<file path="src/rtl/wb_timer_if.sv">
`default_nettype none
// ============================================================================
//  Module      : wb_timer_if
//  Description : Wishbone B4 classic bus bundle for the wb_timer slave.
//                master modport drives cyc/stb/we/adr/sel/dat_i and samples
//                dat_o/ack_o; slave modport is the mirror image.
//  Revision    : 1.0 - initial release
// ============================================================================
interface wb_timer_if #(
  parameter int ADR_WIDTH = 5
);
  logic                 cyc_i;
  logic                 stb_i;
  logic                 we_i;
  logic [ADR_WIDTH-1:0] adr_i;
  logic [3:0]           sel_i;
  logic [31:0]          dat_i;
  logic [31:0]          dat_o;
  logic                 ack_o;

  modport master (
    output cyc_i, stb_i, we_i, adr_i, sel_i, dat_i,
    input  dat_o, ack_o
  );

  modport slave (
    input  cyc_i, stb_i, we_i, adr_i, sel_i, dat_i,
    output dat_o, ack_o
  );
endinterface
`default_nettype wire

</file>
<file path="src/rtl/wb_timer.sv">
`default_nettype none
// ============================================================================
//  Module      : wb_timer
//  Description : Wishbone B4 classic slave holding a RISC-V style machine
//                timer (64-bit mtime, 64-bit mtimecmp, prescaler) and driving
//                the cpu machine timer interrupt as a registered level.
//  Ports       : clk_i             - clock
//                rst_ni            - asynchronous active-low reset
//                bus               - Wishbone slave (cyc/stb/we/adr/sel/dat)
//                timer_interrupt_o - level, high while mtime >= mtimecmp
//  Register map: 0x00 MTIME_LO, 0x04 MTIME_HI (shadow latched by LO read),
//                0x08 MTIMECMP_LO, 0x0C MTIMECMP_HI, 0x10 CTRL (bit0 EN),
//                0x14 PRESCALE; other offsets read 0, writes ignored.
//  Revision    : 1.0 - initial release
// ============================================================================
module wb_timer #(
  parameter int          ADR_WIDTH      = 5,
  parameter logic [31:0] PRESCALE_RESET = 32'h0
) (
  input  wire logic     clk_i,
  input  wire logic     rst_ni,
  wb_timer_if.slave     bus,
  output logic          timer_interrupt_o
);

  localparam int WW = ADR_WIDTH - 2;
  localparam logic [WW-1:0] c_OFF_MTIME_LO    = WW'(0);
  localparam logic [WW-1:0] c_OFF_MTIME_HI    = WW'(1);
  localparam logic [WW-1:0] c_OFF_MTIMECMP_LO = WW'(2);
  localparam logic [WW-1:0] c_OFF_MTIMECMP_HI = WW'(3);
  localparam logic [WW-1:0] c_OFF_CTRL        = WW'(4);
  localparam logic [WW-1:0] c_OFF_PRESCALE    = WW'(5);

  logic [63:0] r_mtime;
  logic [63:0] r_mtimecmp;
  logic        r_en;
  logic [31:0] r_prescale;
  logic [31:0] r_cnt;
  logic [31:0] r_shadow;
  logic        r_ack;
  logic [31:0] r_dat;

  logic [WW-1:0] w_word;
  logic          w_req;
  logic          w_wr;
  logic          w_rd;
  logic          w_tick;
  logic [31:0]   w_rdata;
  logic          w_unused;

  // Byte-lane merge: only lanes with sel set take the new data.
  function automatic logic [31:0] f_merge(input logic [31:0] old_v,
                                          input logic [31:0] new_v,
                                          input logic [3:0]  sel);
    logic [31:0] res;
    res = old_v;
    for (int i = 0; i < 4; i++) begin
      if (sel[i]) res[8*i +: 8] = new_v[8*i +: 8];
    end
    return res;
  endfunction

  assign w_word   = bus.adr_i[ADR_WIDTH-1:2];
  assign w_unused = ^bus.adr_i[1:0];

  // ~r_ack keeps a strobe held through the ack cycle from being acked twice.
  assign w_req  = bus.cyc_i & bus.stb_i & ~r_ack;
  assign w_wr   = w_req & bus.we_i;
  assign w_rd   = w_req & ~bus.we_i;
  assign w_tick = r_en && (r_cnt == r_prescale);

  always_comb begin
    w_rdata = 32'h0;
    case (w_word)
      c_OFF_MTIME_LO:    w_rdata = r_mtime[31:0];
      c_OFF_MTIME_HI:    w_rdata = r_shadow;
      c_OFF_MTIMECMP_LO: w_rdata = r_mtimecmp[31:0];
      c_OFF_MTIMECMP_HI: w_rdata = r_mtimecmp[63:32];
      c_OFF_CTRL:        w_rdata = {31'h0, r_en};
      c_OFF_PRESCALE:    w_rdata = r_prescale;
      default:           w_rdata = 32'h0;
    endcase
  end

  always_ff @(posedge clk_i or negedge rst_ni) begin
    if (!rst_ni) begin
      r_mtime           <= 64'h0;
      r_mtimecmp        <= 64'hFFFF_FFFF_FFFF_FFFF;
      r_en              <= 1'b1;
      r_prescale        <= PRESCALE_RESET;
      r_cnt             <= 32'h0;
      r_shadow          <= 32'h0;
      r_ack             <= 1'b0;
      r_dat             <= 32'h0;
      timer_interrupt_o <= 1'b0;
    end else begin
      r_ack             <= w_req;
      r_dat             <= w_rd ? w_rdata : 32'h0;
      timer_interrupt_o <= (r_mtime >= r_mtimecmp);

      // Prescaler: a PRESCALE write restarts the count from zero.
      if (w_wr && (w_word == c_OFF_PRESCALE)) begin
        r_prescale <= f_merge(r_prescale, bus.dat_i, bus.sel_i);
        r_cnt      <= 32'h0;
      end else if (r_en) begin
        r_cnt <= w_tick ? 32'h0 : r_cnt + 32'h1;
      end

      // A bus write to either half suppresses the tick for the full 64 bits,
      // so no carry leaks into the half that was not written.
      if (w_wr && (w_word == c_OFF_MTIME_LO || w_word == c_OFF_MTIME_HI)) begin
        if (w_word == c_OFF_MTIME_LO)
          r_mtime[31:0]  <= f_merge(r_mtime[31:0], bus.dat_i, bus.sel_i);
        else
          r_mtime[63:32] <= f_merge(r_mtime[63:32], bus.dat_i, bus.sel_i);
      end else if (w_tick) begin
        r_mtime <= r_mtime + 64'h1;
      end

      if (w_wr && (w_word == c_OFF_MTIMECMP_LO))
        r_mtimecmp[31:0] <= f_merge(r_mtimecmp[31:0], bus.dat_i, bus.sel_i);
      if (w_wr && (w_word == c_OFF_MTIMECMP_HI))
        r_mtimecmp[63:32] <= f_merge(r_mtimecmp[63:32], bus.dat_i, bus.sel_i);

      if (w_wr && (w_word == c_OFF_CTRL) && bus.sel_i[0])
        r_en <= bus.dat_i[0];

      // Latching the upper half on a LO read makes a LO-then-HI read tear-free.
      if (w_rd && (w_word == c_OFF_MTIME_LO))
        r_shadow <= r_mtime[63:32];
    end
  end

  assign bus.ack_o = r_ack;
  assign bus.dat_o = r_dat;

endmodule
`default_nettype wire

</file>
<file path="src/flat_wrapper.sv">
// flat-port wrapper written by rule: the top's interface ports become plain ports
module wb_timer_flat 
#(
  parameter int          ADR_WIDTH      = 5,
  parameter logic [31:0] PRESCALE_RESET = 32'h0
)
  (clk_i, rst_ni, timer_interrupt_o, bus_cyc_i, bus_stb_i, bus_we_i, bus_adr_i, bus_sel_i, bus_dat_i, bus_dat_o, bus_ack_o);
  wb_timer_if #(.ADR_WIDTH(ADR_WIDTH)) bus_i ();
  input  wire logic clk_i;
  input  wire logic rst_ni;
  output logic timer_interrupt_o;
  input wire logic [$bits(bus_i.cyc_i)-1:0] bus_cyc_i;
  input wire logic [$bits(bus_i.stb_i)-1:0] bus_stb_i;
  input wire logic [$bits(bus_i.we_i)-1:0] bus_we_i;
  input wire logic [$bits(bus_i.adr_i)-1:0] bus_adr_i;
  input wire logic [$bits(bus_i.sel_i)-1:0] bus_sel_i;
  input wire logic [$bits(bus_i.dat_i)-1:0] bus_dat_i;
  output wire logic [$bits(bus_i.dat_o)-1:0] bus_dat_o;
  output wire logic [$bits(bus_i.ack_o)-1:0] bus_ack_o;
  assign bus_i.cyc_i = bus_cyc_i;
  assign bus_i.stb_i = bus_stb_i;
  assign bus_i.we_i = bus_we_i;
  assign bus_i.adr_i = bus_adr_i;
  assign bus_i.sel_i = bus_sel_i;
  assign bus_i.dat_i = bus_dat_i;
  assign bus_dat_o = bus_i.dat_o;
  assign bus_ack_o = bus_i.ack_o;
  wb_timer #(.ADR_WIDTH(ADR_WIDTH), .PRESCALE_RESET(PRESCALE_RESET)) u_core (.clk_i(clk_i), .rst_ni(rst_ni), .bus(bus_i), .timer_interrupt_o(timer_interrupt_o));
endmodule
</file>
<file path="config.mk">
export PLATFORM = sky130hd
export DESIGN_NAME = wb_timer_flat
export DESIGN_NICKNAME = d
export VERILOG_FILES = /design/src/rtl/wb_timer_if.sv /design/src/rtl/wb_timer.sv /design/src/flat_wrapper.sv
export SDC_FILE = /design/constraint.sdc
export NUM_CORES = 1
export LEC_CHECK = 0
export BUFFER_PORTS_ARGS = -buffer_cell sky130_fd_sc_hd__buf_2
export CAP_MARGIN = 10
export CORE_AREA = 2 2 163 165
export DETAILED_ROUTE_END_ITERATION = 7
export DIE_AREA = 0 0 165 167
export PLACE_DENSITY = 0.82
export RECOVER_POWER = 100
export SLEW_MARGIN = 5
export SYNTH_ARGS = -nofsm -noshare
export SYNTH_HDL_FRONTEND = slang
export SYNTH_SLANG_ARGS = --single-unit
</file>
<file path="constraint.sdc">
create_clock -name clk_i -period 3.07 [get_ports clk_i]
set_input_delay 0.614 -clock clk_i [delete_from_list [all_inputs] [get_ports clk_i]]
set_output_delay 0.614 -clock clk_i [all_outputs]
set_load 0.005 [all_outputs]
</file>
======== After elaboration in Yosys (flattened, before gate mapping) ========
Index checks and enable logic that the tools add are counted.
word-level totals
  flip-flop bits (word level) ............. 259
  output and inout bits ................... 34
  input bits .............................. 46
  word-level logic and storage cells ...... 92
cells by class
  eq/ne operators ......................... 12
  $add $sub $neg .......................... 2
  bitwise logic cells ..................... 6
  multiplexer cells ....................... 13
  reduce and logical (&&, ||, !) cells .... 32
  order comparisons ....................... 1
operator list
  kind                   number
  $mux 32                6
  $pmux 32 s6            1
  $mux 64                2
  $add 64x1->64 const B  1
  $ge 64x64->1           1
  $add 32x1->32 const B  1
  $eq 32x32->1           1
  $mux 8                 4
  $reduce_and 2->1       12
  $reduce_and 3->1       8
  $ne 2x2->1 const B     5
  $logic_and 1x1->1      8
  $eq 3x2->1 const B     2
  $eq 3x3->1 const B     2
  $and 1x1->1            4
  $reduce_bool 2->1      2
  $eq 3x1->1 const B     1
  $logic_not 3->1        1
  $ne 2x1->1 const B     1
  $not 1->1              2
  $logic_or 1x1->1       1

======== Longest topological paths before layout ========
Gate-level depths: netlist of the first run.
  depth in word-level cells ............... 6
  depth in mapped cells ................... 10
  depth with buffers taken out ............ 8

======== Worst setup path after synthesis of the first run ========
OpenSTA, ideal clock, no wires.
  kind .................................... register -> register
  start ................................... register u_core.r_cnt[4]
  end ..................................... register u_core.r_mtime[49]
  slack ................................... 466 ps
  data arrival time ....................... 2475 ps
  setup time .............................. 129 ps
  path buffers ............................ 1
  clock period less this slack ............ 2604 ps
  stages on the path, launching flop included .. 8
  data required time ...................... 2941 ps
  cells stage by stage .................... dfrtp_1 xor2_1 or4_4 or4_4 buf_6 o41ai_4 a41o_2 a211oi_1
between the ends
  longest elaborated chain between the ends .. 4
RTL lines
  element                             RTL line         RTL
  start: declaration                  wb_timer.sv:38   logic [31:0] r_cnt;
  start signal: assignment            wb_timer.sv:106  r_cnt <= w_tick ? 32'h0 : r_cnt + 32'h1;
  $eq 32x32->1                        wb_timer.sv:70   assign w_tick = r_en && (r_cnt == r_prescale);
  $logic_and 1x1->1                   wb_timer.sv:70
  $reduce_bool 2->1 (no source line)  --
  $reduce_and 3->1 (no source line)   --
  end signal: assignment              wb_timer.sv:115  r_mtime[63:32] <= f_merge(r_mtime[63:32], bus.dat_i, bus.sel_i);
  end signal: assignment              wb_timer.sv:117  r_mtime <= r_mtime + 64'h1;
  end: declaration                    wb_timer.sv:34   logic [63:0] r_mtime;
No other way between the ends.
A chain may end at the register's enable or synchronous reset.

======== Worst setup path in the final report of the first run ========
  start ................................... register u_core.r_mtimecmp[17]
  end ..................................... register u_core.timer_interrupt_o
between the ends
  longest elaborated chain between the ends .. 1
RTL lines
  element                   RTL line         RTL
  start: declaration        wb_timer.sv:35   logic [63:0] r_mtimecmp;
  start signal: assignment  wb_timer.sv:121  r_mtimecmp[31:0] <= f_merge(r_mtimecmp[31:0], bus.dat_i, bus.sel_i);
  $ge 64x64->1              wb_timer.sv:99   timer_interrupt_o <= (r_mtime >= r_mtimecmp);
  end signal: assignment    wb_timer.sv:99
  end: declaration          wb_timer.sv:23   output logic timer_interrupt_o
No other way between the ends.

==> results of run 1 <==
==> kinds of logic (layout without fill, tap and decap cells) <==
| family | after synthesis | in the layout |
|---|---|---|
| simple gates | 530 | 530 |
| compound gates | 425 | 425 |
| flops | 259 | 259 |
| buf+inv | 171 | 281 |
| mux | 111 | 111 |
| fa+ha+maj | 66 | 66 |
| xor+xnor | 46 | 46 |
==> sequential cells by signal, indices dropped and copies added, names as in the netlist <==
register	cells
u_core.timer_interrupt_o	1
u_core.r_cnt	32
u_core.r_prescale	32
u_core.bus.ack_o	1
u_core.r_mtimecmp	64
u_core.r_shadow	32
u_core.r_en	1
u_core.r_mtime	64
u_core.bus.dat_o	32
==> area by class of cell <==
cell class,count,area [µm²]
multi-input combinational,1178,8120
timing repair buffer,147,870
sequential,259,6560
clock buffer,49,913
clock inverter,7,91.3
inverter,78,293
tap,335,419
fill,2058,8490
==> stage by stage <==
| stage | util | cells | hold WS (ps) |
|---|---|---|---|
| floorplan | - | 1608 | 318 |
| global placement | 0.637 | 1997 | 463 |
| detailed placement | 0.637 | 1997 | 471 |
| CTS | 0.676 | 2053 | 36.5 |
| global route | 0.670 | 2053 | 241 |
| finish | 0.670 | 2053 | 238 |
==> cells in the final DEF (no fill, tap or decap), types with 45 or more instances in the layout <==
cell type / count
dfrtp_1: 194
a22oi_1: 52
nand2_1: 161
mux2_2: 92
nor2_1: 112
clkbuf_1: 46
buf_2: 53
buf_4: 45
inv_1: 77
o21ai_0: 107
ha_1: 66
nand4_1: 68
dfstp_2: 65
a21oi_1: 107
==> worst max-delay path, cell delays in order, from the launching register on <==
cell and delay, ps:
dfstp_2 520, inv_1 70, ha_1 320, a21oi_1 140
o21ai_0 160, a221oi_1 430, clkbuf_1 320, nand2_1 210
a41o_1 320, a211o_1 310
==> layer usage <==
layer / GRT usage / routed length, µm
met1: 0.500 / 19700
met2: 0.554 / 22500
met5: 0 / 17
met3: 0.106 / 6110
met4: 0.164 / 2720
==> where the power goes <==
part,switching [W],internal [W],leakage (nW)
combinational,0.000981,0.000638,3.99
clock,0.00145,0.00219,0.495
sequential,0.000307,0.00383,3.17
==> worst max path at each step <==
stage | startpoint | to | slack (ps) | cells after the start
final | u_core.r_mtimecmp[17]$_DFFE_PN1P_ | u_core.timer_interrupt_o$_DFF_PN0_ | 160 | 9
after detailed placement | u_core.r_prescale[4]$_DFFE_PN0P_ | u_core.r_mtime[39]$_DFFE_PN0P_ | 260 | 7
after floorplan | u_core.r_cnt[4]$_DFFE_PN0P_ | u_core.r_mtime[49]$_DFFE_PN0P_ | 470 | 7
after CTS | u_core.r_prescale[4]$_DFFE_PN0P_ | u_core.r_mtime[59]$_DFFE_PN0P_ | 240 | 7
after global placement | u_core.r_cnt[4]$_DFFE_PN0P_ | u_core.r_mtime[59]$_DFFE_PN0P_ | 280 | 7
after global routing | u_core.bus.ack_o$_DFF_PN0_ | u_core.r_cnt[11]$_DFFE_PN0P_ | 80 | 9
==> impl_metrics.yaml, run 1 <==
outcome:
  status: "finished with violations"
  violations: "capacitance limit, slew limit"
final_layout:
  antenna_cells: 0
  finalNetCount: 1806
  post-route-cell-area_mm2: 0.0173
  syn_to_final_growth_pct: 12.4
  final_layout_size_suffix_gt1_frac: 0.208
synth:
  ys_ff_latch: 259
  yosysTopAreaCell: "dfrtp_1"
  syn_area_mm2: 0.0154
  synth_most_common_cell: "dfrtp_1"
  ys_warn_count: 0
  synthesis.nets: 1720
  synthTopCellsByCount: "dfrtp_1, nand2_1, nor2_1"
  async_flop_share: 1.00
  synthMuxAreaShare: 0.0904
  synth_xor_area_frac: 0.0262
  synth_top_area_frac: 0.316
  synth_compound_area_frac: 0.184
  synth_area_per_cell_um2: 9.55
  yosys-top-cells-area: "dfrtp_1, dfstp_2, mux2_2"
  synth_cell_types: 78
  synth_ff_type: "dfrtp_1"
  synth_top_family_by_area: "compound AO/OA/AOI/OAI gates"
  synthAdderAreaFrac: 0.0538
  synth_seq_area_share: 0.427
  synthCells: 1608
  yosys.area_share.simple: 0.173
  synth_enable_flop_cells: 0
global_route:
  grt_overflow: 0
  antenna_found_initial: 1
  grt_pass1_wl_mm: 77.5
  grt_pass1_vias: 13076
  grt_max_degree: 75
  grt_use_total: 0.370
worst_setup_path:
  end_kind: "register"
  r2r_slack_ps: 160
  arrival_ps: 3350
  reg2reg_depth: 9
  r2r_start: "u_core.r_mtimecmp[17]$_DFFE_PN1P_"
  crit_fanout: 3
  critPathRequiredTime_ps: 3510
  cp-start-kind: "register"
  crit_type: "register to register"
  r2r-end: "u_core.timer_interrupt_o$_DFF_PN0_"
route:
  wirelength_mm: 51.1
  avgRoutedWirePerCell_um: 24.9
  antenna_left: 0
  drt-pass1-iter-count: 7
  drcViolationCount: 0
  num_vias: 14096
  vias_per_cell: 6.87
  drtIter0Drc: 1998
sta:
  max_freq_mhz: 344
  layout_setup_ws_ps: 165
  tns_ps: 0
  clock_skew_ps: 12.0
  hold_viol: 0
  max_slew_margin: -0.218
  rsz0062_at_grt: "false"
  final-max-slew-violation-count: 69
  min_period_ps: 2910
  setup-violations-final: 0
  worst_pin_slew_ps: 1830
  period_share: 0.946
hold_path:
  hp-class: "input port to register"
  hold_path_depth: 2
  hold_end: "u_core.bus.dat_o[0]$_DFF_PN0_"
  hp-start: "bus_we_i"
flow_run:
  drv_cap: 1
clocking:
  cts_inserted_buffers: 30
  htreeDepth: 1
  cts_buffer_depth: 3
  cts_setup_buffers: 0
  post_cts_resized: 0
  holdBufCountCts: 0
  numClockSinks: 259
  clkTransAtPathRegs_ps: 60
  cts_tree: "done"
  clock_latency_ps: 570
  cts-root-buf: "clkbuf_16"
floorplan:
  io_pins: 80
  start_util: 0.596
  fp-row-count: 59
  die_x_um: 165
  fp.dieH_um: 167
  dieArea_mm2: 0.0276
  fp.coreArea_mm2: 0.0258
place:
  place_congestion: 0.986
  pre_cts_slack_ps: 256
  place_area_mm2: 0.0164
  port_buffers: 77
  dp_hpwl_mm: 37.3
pwr:
  total_power_w: 0.00940
  ir_worst_vdd_v: 0.000519
  power_density_mw_per_mm2: 544
  p_leak_nw: 7.66
Note: power is estimated with default switching activity, not from simulation.
==> run 2, diff against run 1 <==
- CELL_PAD_IN_SITES_DETAIL_PLACEMENT: default -> 1
- CELL_PAD_IN_SITES_GLOBAL_PLACEMENT: default -> 1
- CORE_AREA: 2 2 163 165 -> 2 2 181 183
- DIE_AREA: 0 0 165 167 -> 0 0 183 185
- PLACE_DENSITY: 0.82 -> 0.84
- SLEW_MARGIN: 5 -> 20
==> run 2 against run 1 <==
Compared with the run above:
- the run still ends with capacitance limit, slew limit left
- wire length is 14% higher
- clock-buffer cell count is 5 higher
- clock skew is 5.2 ps higher
- cell count is 4.5% higher
- sequential share of layout area is 0.77 points lower
- die area is 23% higher
- critical endpoint is now u_core.r_mtime[2]$_DFFE_PN0P_
==> impl_metrics.yaml, run 2 (synthesis results as in run 1) <==
clocking:
  clkTransAtPathRegs_ps: 60
  cts_inserted_buffers: 34
  numClockSinks: 259
  cts-root-buf: "clkbuf_16"
  holdBufCountCts: 0
  cts_tree: "done"
  cts_buffer_depth: 3
  htreeDepth: 2
  cts_setup_buffers: 0
  post_cts_resized: 0
  clock_latency_ps: 520
pwr:
  comb_power_share: 0.166
  clkPwrFrac: 0.419
  p_int_w: 0.00706
  ir_worst_vdd_v: 0.000408
  switching_share: 0.293
  p_leak_nw: 7.79
  power_density_mw_per_mm2: 567
  p_switching_w: 0.00293
  sequentialPowerShare: 0.415
sta:
  period_share: 0.957
  clock_skew_ps: 17.2
  tns_ps: 0
  min_period_ps: 2940
  rsz0062_at_grt: "false"
  hold_viol: 0
  setup-violations-final: 0
  final-max-slew-violation-count: 64
  max_freq_mhz: 340
  max_slew_margin: -0.285
  holdWs_ps: 286
  worst_pin_slew_ps: 1930
floorplan:
  start_util: 0.479
  io_pins: 80
  fp-row-count: 66
  die_x_um: 183
  fp.coreArea_mm2: 0.0320
  fp.dieH_um: 185
  dieArea_mm2: 0.0339
worst_setup_path:
  r2r_slack_ps: 130
  path_buf_inv: 1
  path_cells: "xor2_1, or4_4, or4_4, nor4_2, clkbuf_1, nor3_1, a211oi_1"
  critPathRequiredTime_ps: 3490
  path_depth: 7
  crit_family: "simple AND/OR/NAND/NOR gates"
  reg2reg_depth: 7
  end_kind: "register"
  slowest_delay_ps: 650
  crit_slowest_cell: "or4_4"
  crit_type: "register to register"
  arrival_ps: 3360
  path_common_cell: "or4_4"
  cp-start-kind: "register"
  crit_fanout: 9
route:
  drcViolationCount: 0
  num_vias: 14397
  antenna_left: 0
  wirelength_mm: 58.1
  avgRoutedWirePerCell_um: 27.1
  drt-pass1-iter-count: 6
  drtIter0Drc: 1228
  vias_per_cell: 6.71
final_layout:
  antenna_cells: 0
  final_common_cell: "dfrtp_1"
  regArea_mm2: 0.00656
  finalNetCount: 1823
  final_cell_mix: "dfrtp_1, nand2_1, nor2_1, a21oi_1, o21ai_0"
  multi_input_area_mm2: 0.00811
  largestRegisters: "u_core.r_mtime: 64 flops, u_core.r_mtimecmp: 64 flops"
  final_layout_size_suffix_gt1_frac: 0.218
  syn_to_final_growth_pct: 14.8
  fill_cells: 3652
global_route:
  grt_overflow: 0
  grt_use_total: 0.346
  grt_util_met2: 0.548
  grt_pass1_wl_mm: 89.0
  gr-usage-met3: 0.0751
  antenna_found_initial: 0
  grt_max_degree: 66
  grt_use_met1: 0.457
  grt_pass1_vias: 14789
  gr-max-usage-layer: "met2"
flow_run:
  drv_cap: 1
outcome:
  violations: "capacitance limit, slew limit"
  status: "finished with violations"
hold_path:
  hold_path_depth: 2
  hp-class: "input port to register"
place:
  port_buffers: 77
  place_congestion: 0.997
  dp_hpwl_mm: 42.1
==> run 2: path summary, 6_finish.rpt <==
check                                                 startpoint                             end
worst min-delay path                                    bus_we_i   u_core.bus.dat_o[0]$_DFF_PN0_
worst max register to register  u_core.r_prescale[4]$_DFFE_PN0P_   u_core.r_mtime[2]$_DFFE_PN0P_
worst min register to register    u_core.r_shadow[1]$_DFFE_PN0P_  u_core.r_shadow[1]$_DFFE_PN0P_
max in group asynchronous                                 rst_ni  u_core.bus.dat_o[27]$_DFF_PN0_
worst max-delay path            u_core.r_prescale[4]$_DFFE_PN0P_   u_core.r_mtime[2]$_DFFE_PN0P_
min in group asynchronous                                 rst_ni   u_core.bus.dat_o[2]$_DFF_PN0_
==> run 2: power by group through the flow <==
stage | Sequential (W) | Combinational (W) | Clock [W]
final | 0.00414 | 0.00166 | 0.00419
after global routing | 0.00417 | 0.00181 | 0.00435
after CTS | 0.00413 | 0.00165 | 0.00421
after detailed placement | 0.00418 | 0.00163 | 0
after global placement | 0.00416 | 0.00156 | 0
after floorplan | 0.00406 | 0.00102 | 0
==> run 2: final cells by class <==
class	instances	share of cell area
inverters	78	0.0166
repair buffers	160	0.0554
clock buffers	54	0.0613
well taps	408	0.0290
clock inverters	8	0.00561
multi-input cells	1178	0.460
flip-flops and latches	259	0.372
==> run 2: per-layer routing <==
layer	part of all wire	up-vias
met5	0	-
met4	0.048	0
met3	0.087	186
met2	0.46	720
met1	0.41	7335
li1	-	6156
==> run 2: worst reg2reg max path: stages (launching register included) <==
cell and delay [ps]:
dfrtp_1 420, xor2_1 220, or4_4 590, or4_4 650, nor4_2 410, clkbuf_1 270, nor3_1 100, a211oi_1 190
==> run 2: through the flow <==
stage                     cells   util  worst slack [ps]  area [µm²]  power [W]
after global routing       2145  0.550              23.8       17600     0.0103
after floorplan            1608      -               466       15400    0.00508
after global placement     2083  0.518               256       16600    0.00571
after detailed placement   2083  0.518               218       16600    0.00581
final                      2145  0.550               132       17600    0.00999
after CTS                  2145  0.555               195       17800    0.00999
==> run 3, diff against run 2 <==
- PLACE_DENSITY: 0.84 -> 0.83
- clock period: 3.07 -> 3 ns (I/O delays scaled with it)
==> run 3 against run 2 <==
Compared with the run above:
- the flow still finishes with violations (capacitance limit, slew limit)
- sequential power increased by 2%
- via count decreased by 0.96%
- global-route usage about the same
- wire length increased by 0.12%
- die area unchanged
- fmax increased by 0.90%
- first-iteration DRC count increased by 9.3%
- combinational power increased by 6%
- setup slack got worse by 44 ps
- register-to-register slack got worse by 40 ps
- utilization decreased by 0.35 points
- critical path type unchanged
- largest power group is now sequential cells
==> impl_metrics.yaml, run 3 (synthesis results as in run 1) <==
final_layout:
  finalNetCount: 1827
  final_util: 0.547
  antenna_cells: 0
  syn_to_final_growth_pct: 14.0
  final_cell_mix: "dfrtp_1, nand2_1, nor2_1, a21oi_1, o21ai_0"
  final_layout_size_suffix_gt1_frac: 0.212
  final_common_cell: "dfrtp_1"
  largestRegisters: "u_core.r_mtime: 64 flops, u_core.r_mtimecmp: 64 flops"
sta:
  rsz0062_at_grt: "false"
  max_freq_mhz: 343
  hold_viol: 0
  tns_ps: 0
  layout_setup_ws_ps: 87.9
  period_share: 0.971
  setup-violations-final: 0
  max_slew_margin: -0.0537
  clock_skew_ps: 22.9
  min_period_ps: 2910
  worst_pin_slew_ps: 1580
  final-max-slew-violation-count: 29
floorplan:
  fp.coreArea_mm2: 0.0320
  dieArea_mm2: 0.0339
  fp-row-count: 66
  start_util: 0.479
  io_pins: 80
  fp.dieH_um: 185
  die_x_um: 183
route:
  drtIter0Drc: 1342
  drcViolationCount: 0
  drt-pass1-iter-count: 5
  vias_per_cell: 6.64
  num_vias: 14259
  avgRoutedWirePerCell_um: 27.1
  wirelength_mm: 58.2
  antenna_left: 0
clocking:
  htreeDepth: 1
  cts-root-buf: "clkbuf_16"
  clock_latency_ps: 580
  numClockSinks: 259
  clkTransAtPathRegs_ps: 70
  cts_buffer_depth: 3
  post_cts_resized: 0
  cts_inserted_buffers: 30
  cts_tree: "done"
worst_setup_path:
  crit_slowest_cell: "or4_4"
  reg2reg_depth: 8
  r2r-end: "u_core.r_mtime[35]$_DFFE_PN0P_"
  r2r_start: "u_core.r_prescale[4]$_DFFE_PN0P_"
  end_kind: "register"
  cp-start-kind: "register"
  endpoint: "u_core.r_mtime[35]$_DFFE_PN0P_"
  critPathRequiredTime_ps: 3500
  crit_family: "simple AND/OR/NAND/NOR gates"
  crit_type: "register to register"
  path_buf_inv: 2
  crit_fanout: 12
  crit_start: "u_core.r_prescale[4]$_DFFE_PN0P_"
  path_depth: 8
  slowest_delay_ps: 640
  r2r_slack_ps: 90
  arrival_ps: 3410
  path_cells: "xor2_1, or4_4, or4_4, o41ai_4, buf_4, clkbuf_1, a21oi_1, a21oi_1"
place:
  dp_hpwl_mm: 42.6
  pre_cts_slack_ps: 128
  port_buffers: 77
  place_congestion: 0.933
global_route:
  grt_max_degree: 85
  grt_overflow: 0
  grt_pass1_vias: 14692
  grt_use_total: 0.346
  grt_pass1_wl_mm: 88.9
  antenna_found_initial: 3
outcome:
  status: "finished with violations"
  violations: "capacitance limit, slew limit"
pwr:
  ir_worst_vdd_v: 0.000459
  power_density_mw_per_mm2: 559
  total_power_w: 0.00978
  p_leak_nw: 7.76
flow_run:
  drv_cap: 1
hold_path:
  hp-class: "input port to register"
## run 3: cell types whose count changed in the layout (fill, tap and decap cells not counted), sizes merged
cell         previous run  this run
buf                   114       127
bufinv                  2         3
clkbuf                100        91
clkinv                  4         3
clkinvlp                2         0
dlygate4sd3             0         1
inv                    78        77
## run 3: worst min-delay path by stage
stage | from | endpoint | depth (start not counted)
after floorplan | rst_ni | u_core.bus.ack_o$_DFF_PN0_ | 0
after global routing | bus_we_i | u_core.bus.dat_o[0]$_DFF_PN0_ | 2
after detailed placement | u_core.r_shadow[5]$_DFFE_PN0P_ | u_core.r_shadow[5]$_DFFE_PN0P_ | 2
final | bus_we_i | u_core.bus.dat_o[0]$_DFF_PN0_ | 2
after CTS | bus_we_i | u_core.bus.dat_o[0]$_DFF_PN0_ | 2
after global placement | u_core.r_shadow[5]$_DFFE_PN0P_ | u_core.r_shadow[5]$_DFFE_PN0P_ | 2
## run 3: report_power, final
part           leakage, nW  switching [W]  total, W  internal [W]
clock                0.486        0.00151   0.00379       0.00228
sequential            3.17       0.000308   0.00423       0.00392
combinational         4.10        0.00107   0.00176      0.000693
total                 7.76        0.00289   0.00978       0.00689
## run 3: worst reg2reg max path: cells and delay by family (launching register included)
family / cells / cell delay, ps
xor gates and xnor gates: 1 / 210
and+or+nand+nor: 2 / 1210
buffers and inverters: 2 / 430
AOI/OAI and AO/OA: 3 / 590
DFF: 1 / 420
## run 3: metal layers
metal	share of wire	GRT usage	vias up
met1	0.41	0.466	7266
met4	0.044	0.136	6
met3	0.077	0.0621	173
met2	0.46	0.557	664
li1	-	-	6150
met5	0.00077	0	-
## run 3: timing repair
item                       in CTS  in global routing
hold endpoints to repair       41                  0
setup buffers                   0                  0
setup endpoints to repair       0                  0
hold buffers                    1                  0
## run 3: final cells by class
| class | instances | area [µm²] |
|---|---|---|
| fill | 3647 | 14500 |
| multi-input combinational | 1178 | 8100 |
| sequential | 259 | 6560 |
| timing repair buffer | 168 | 1050 |
| clock buffer | 51 | 901 |
| tap | 408 | 510 |
| inverter | 78 | 293 |
| clock inverter | 5 | 100 |
## run 3: stage by stage
| step | area (µm²) | cells | hold WS [ps] |
|---|---|---|---|
| floorplan | 15400 | 1608 | 304 |
| global placement | 16700 | 2090 | 468 |
| detailed placement | 16700 | 2090 | 489 |
| CTS | 17700 | 2147 | 233 |
| global route | 17500 | 2147 | 242 |
| finish | 17500 | 2147 | 241 |
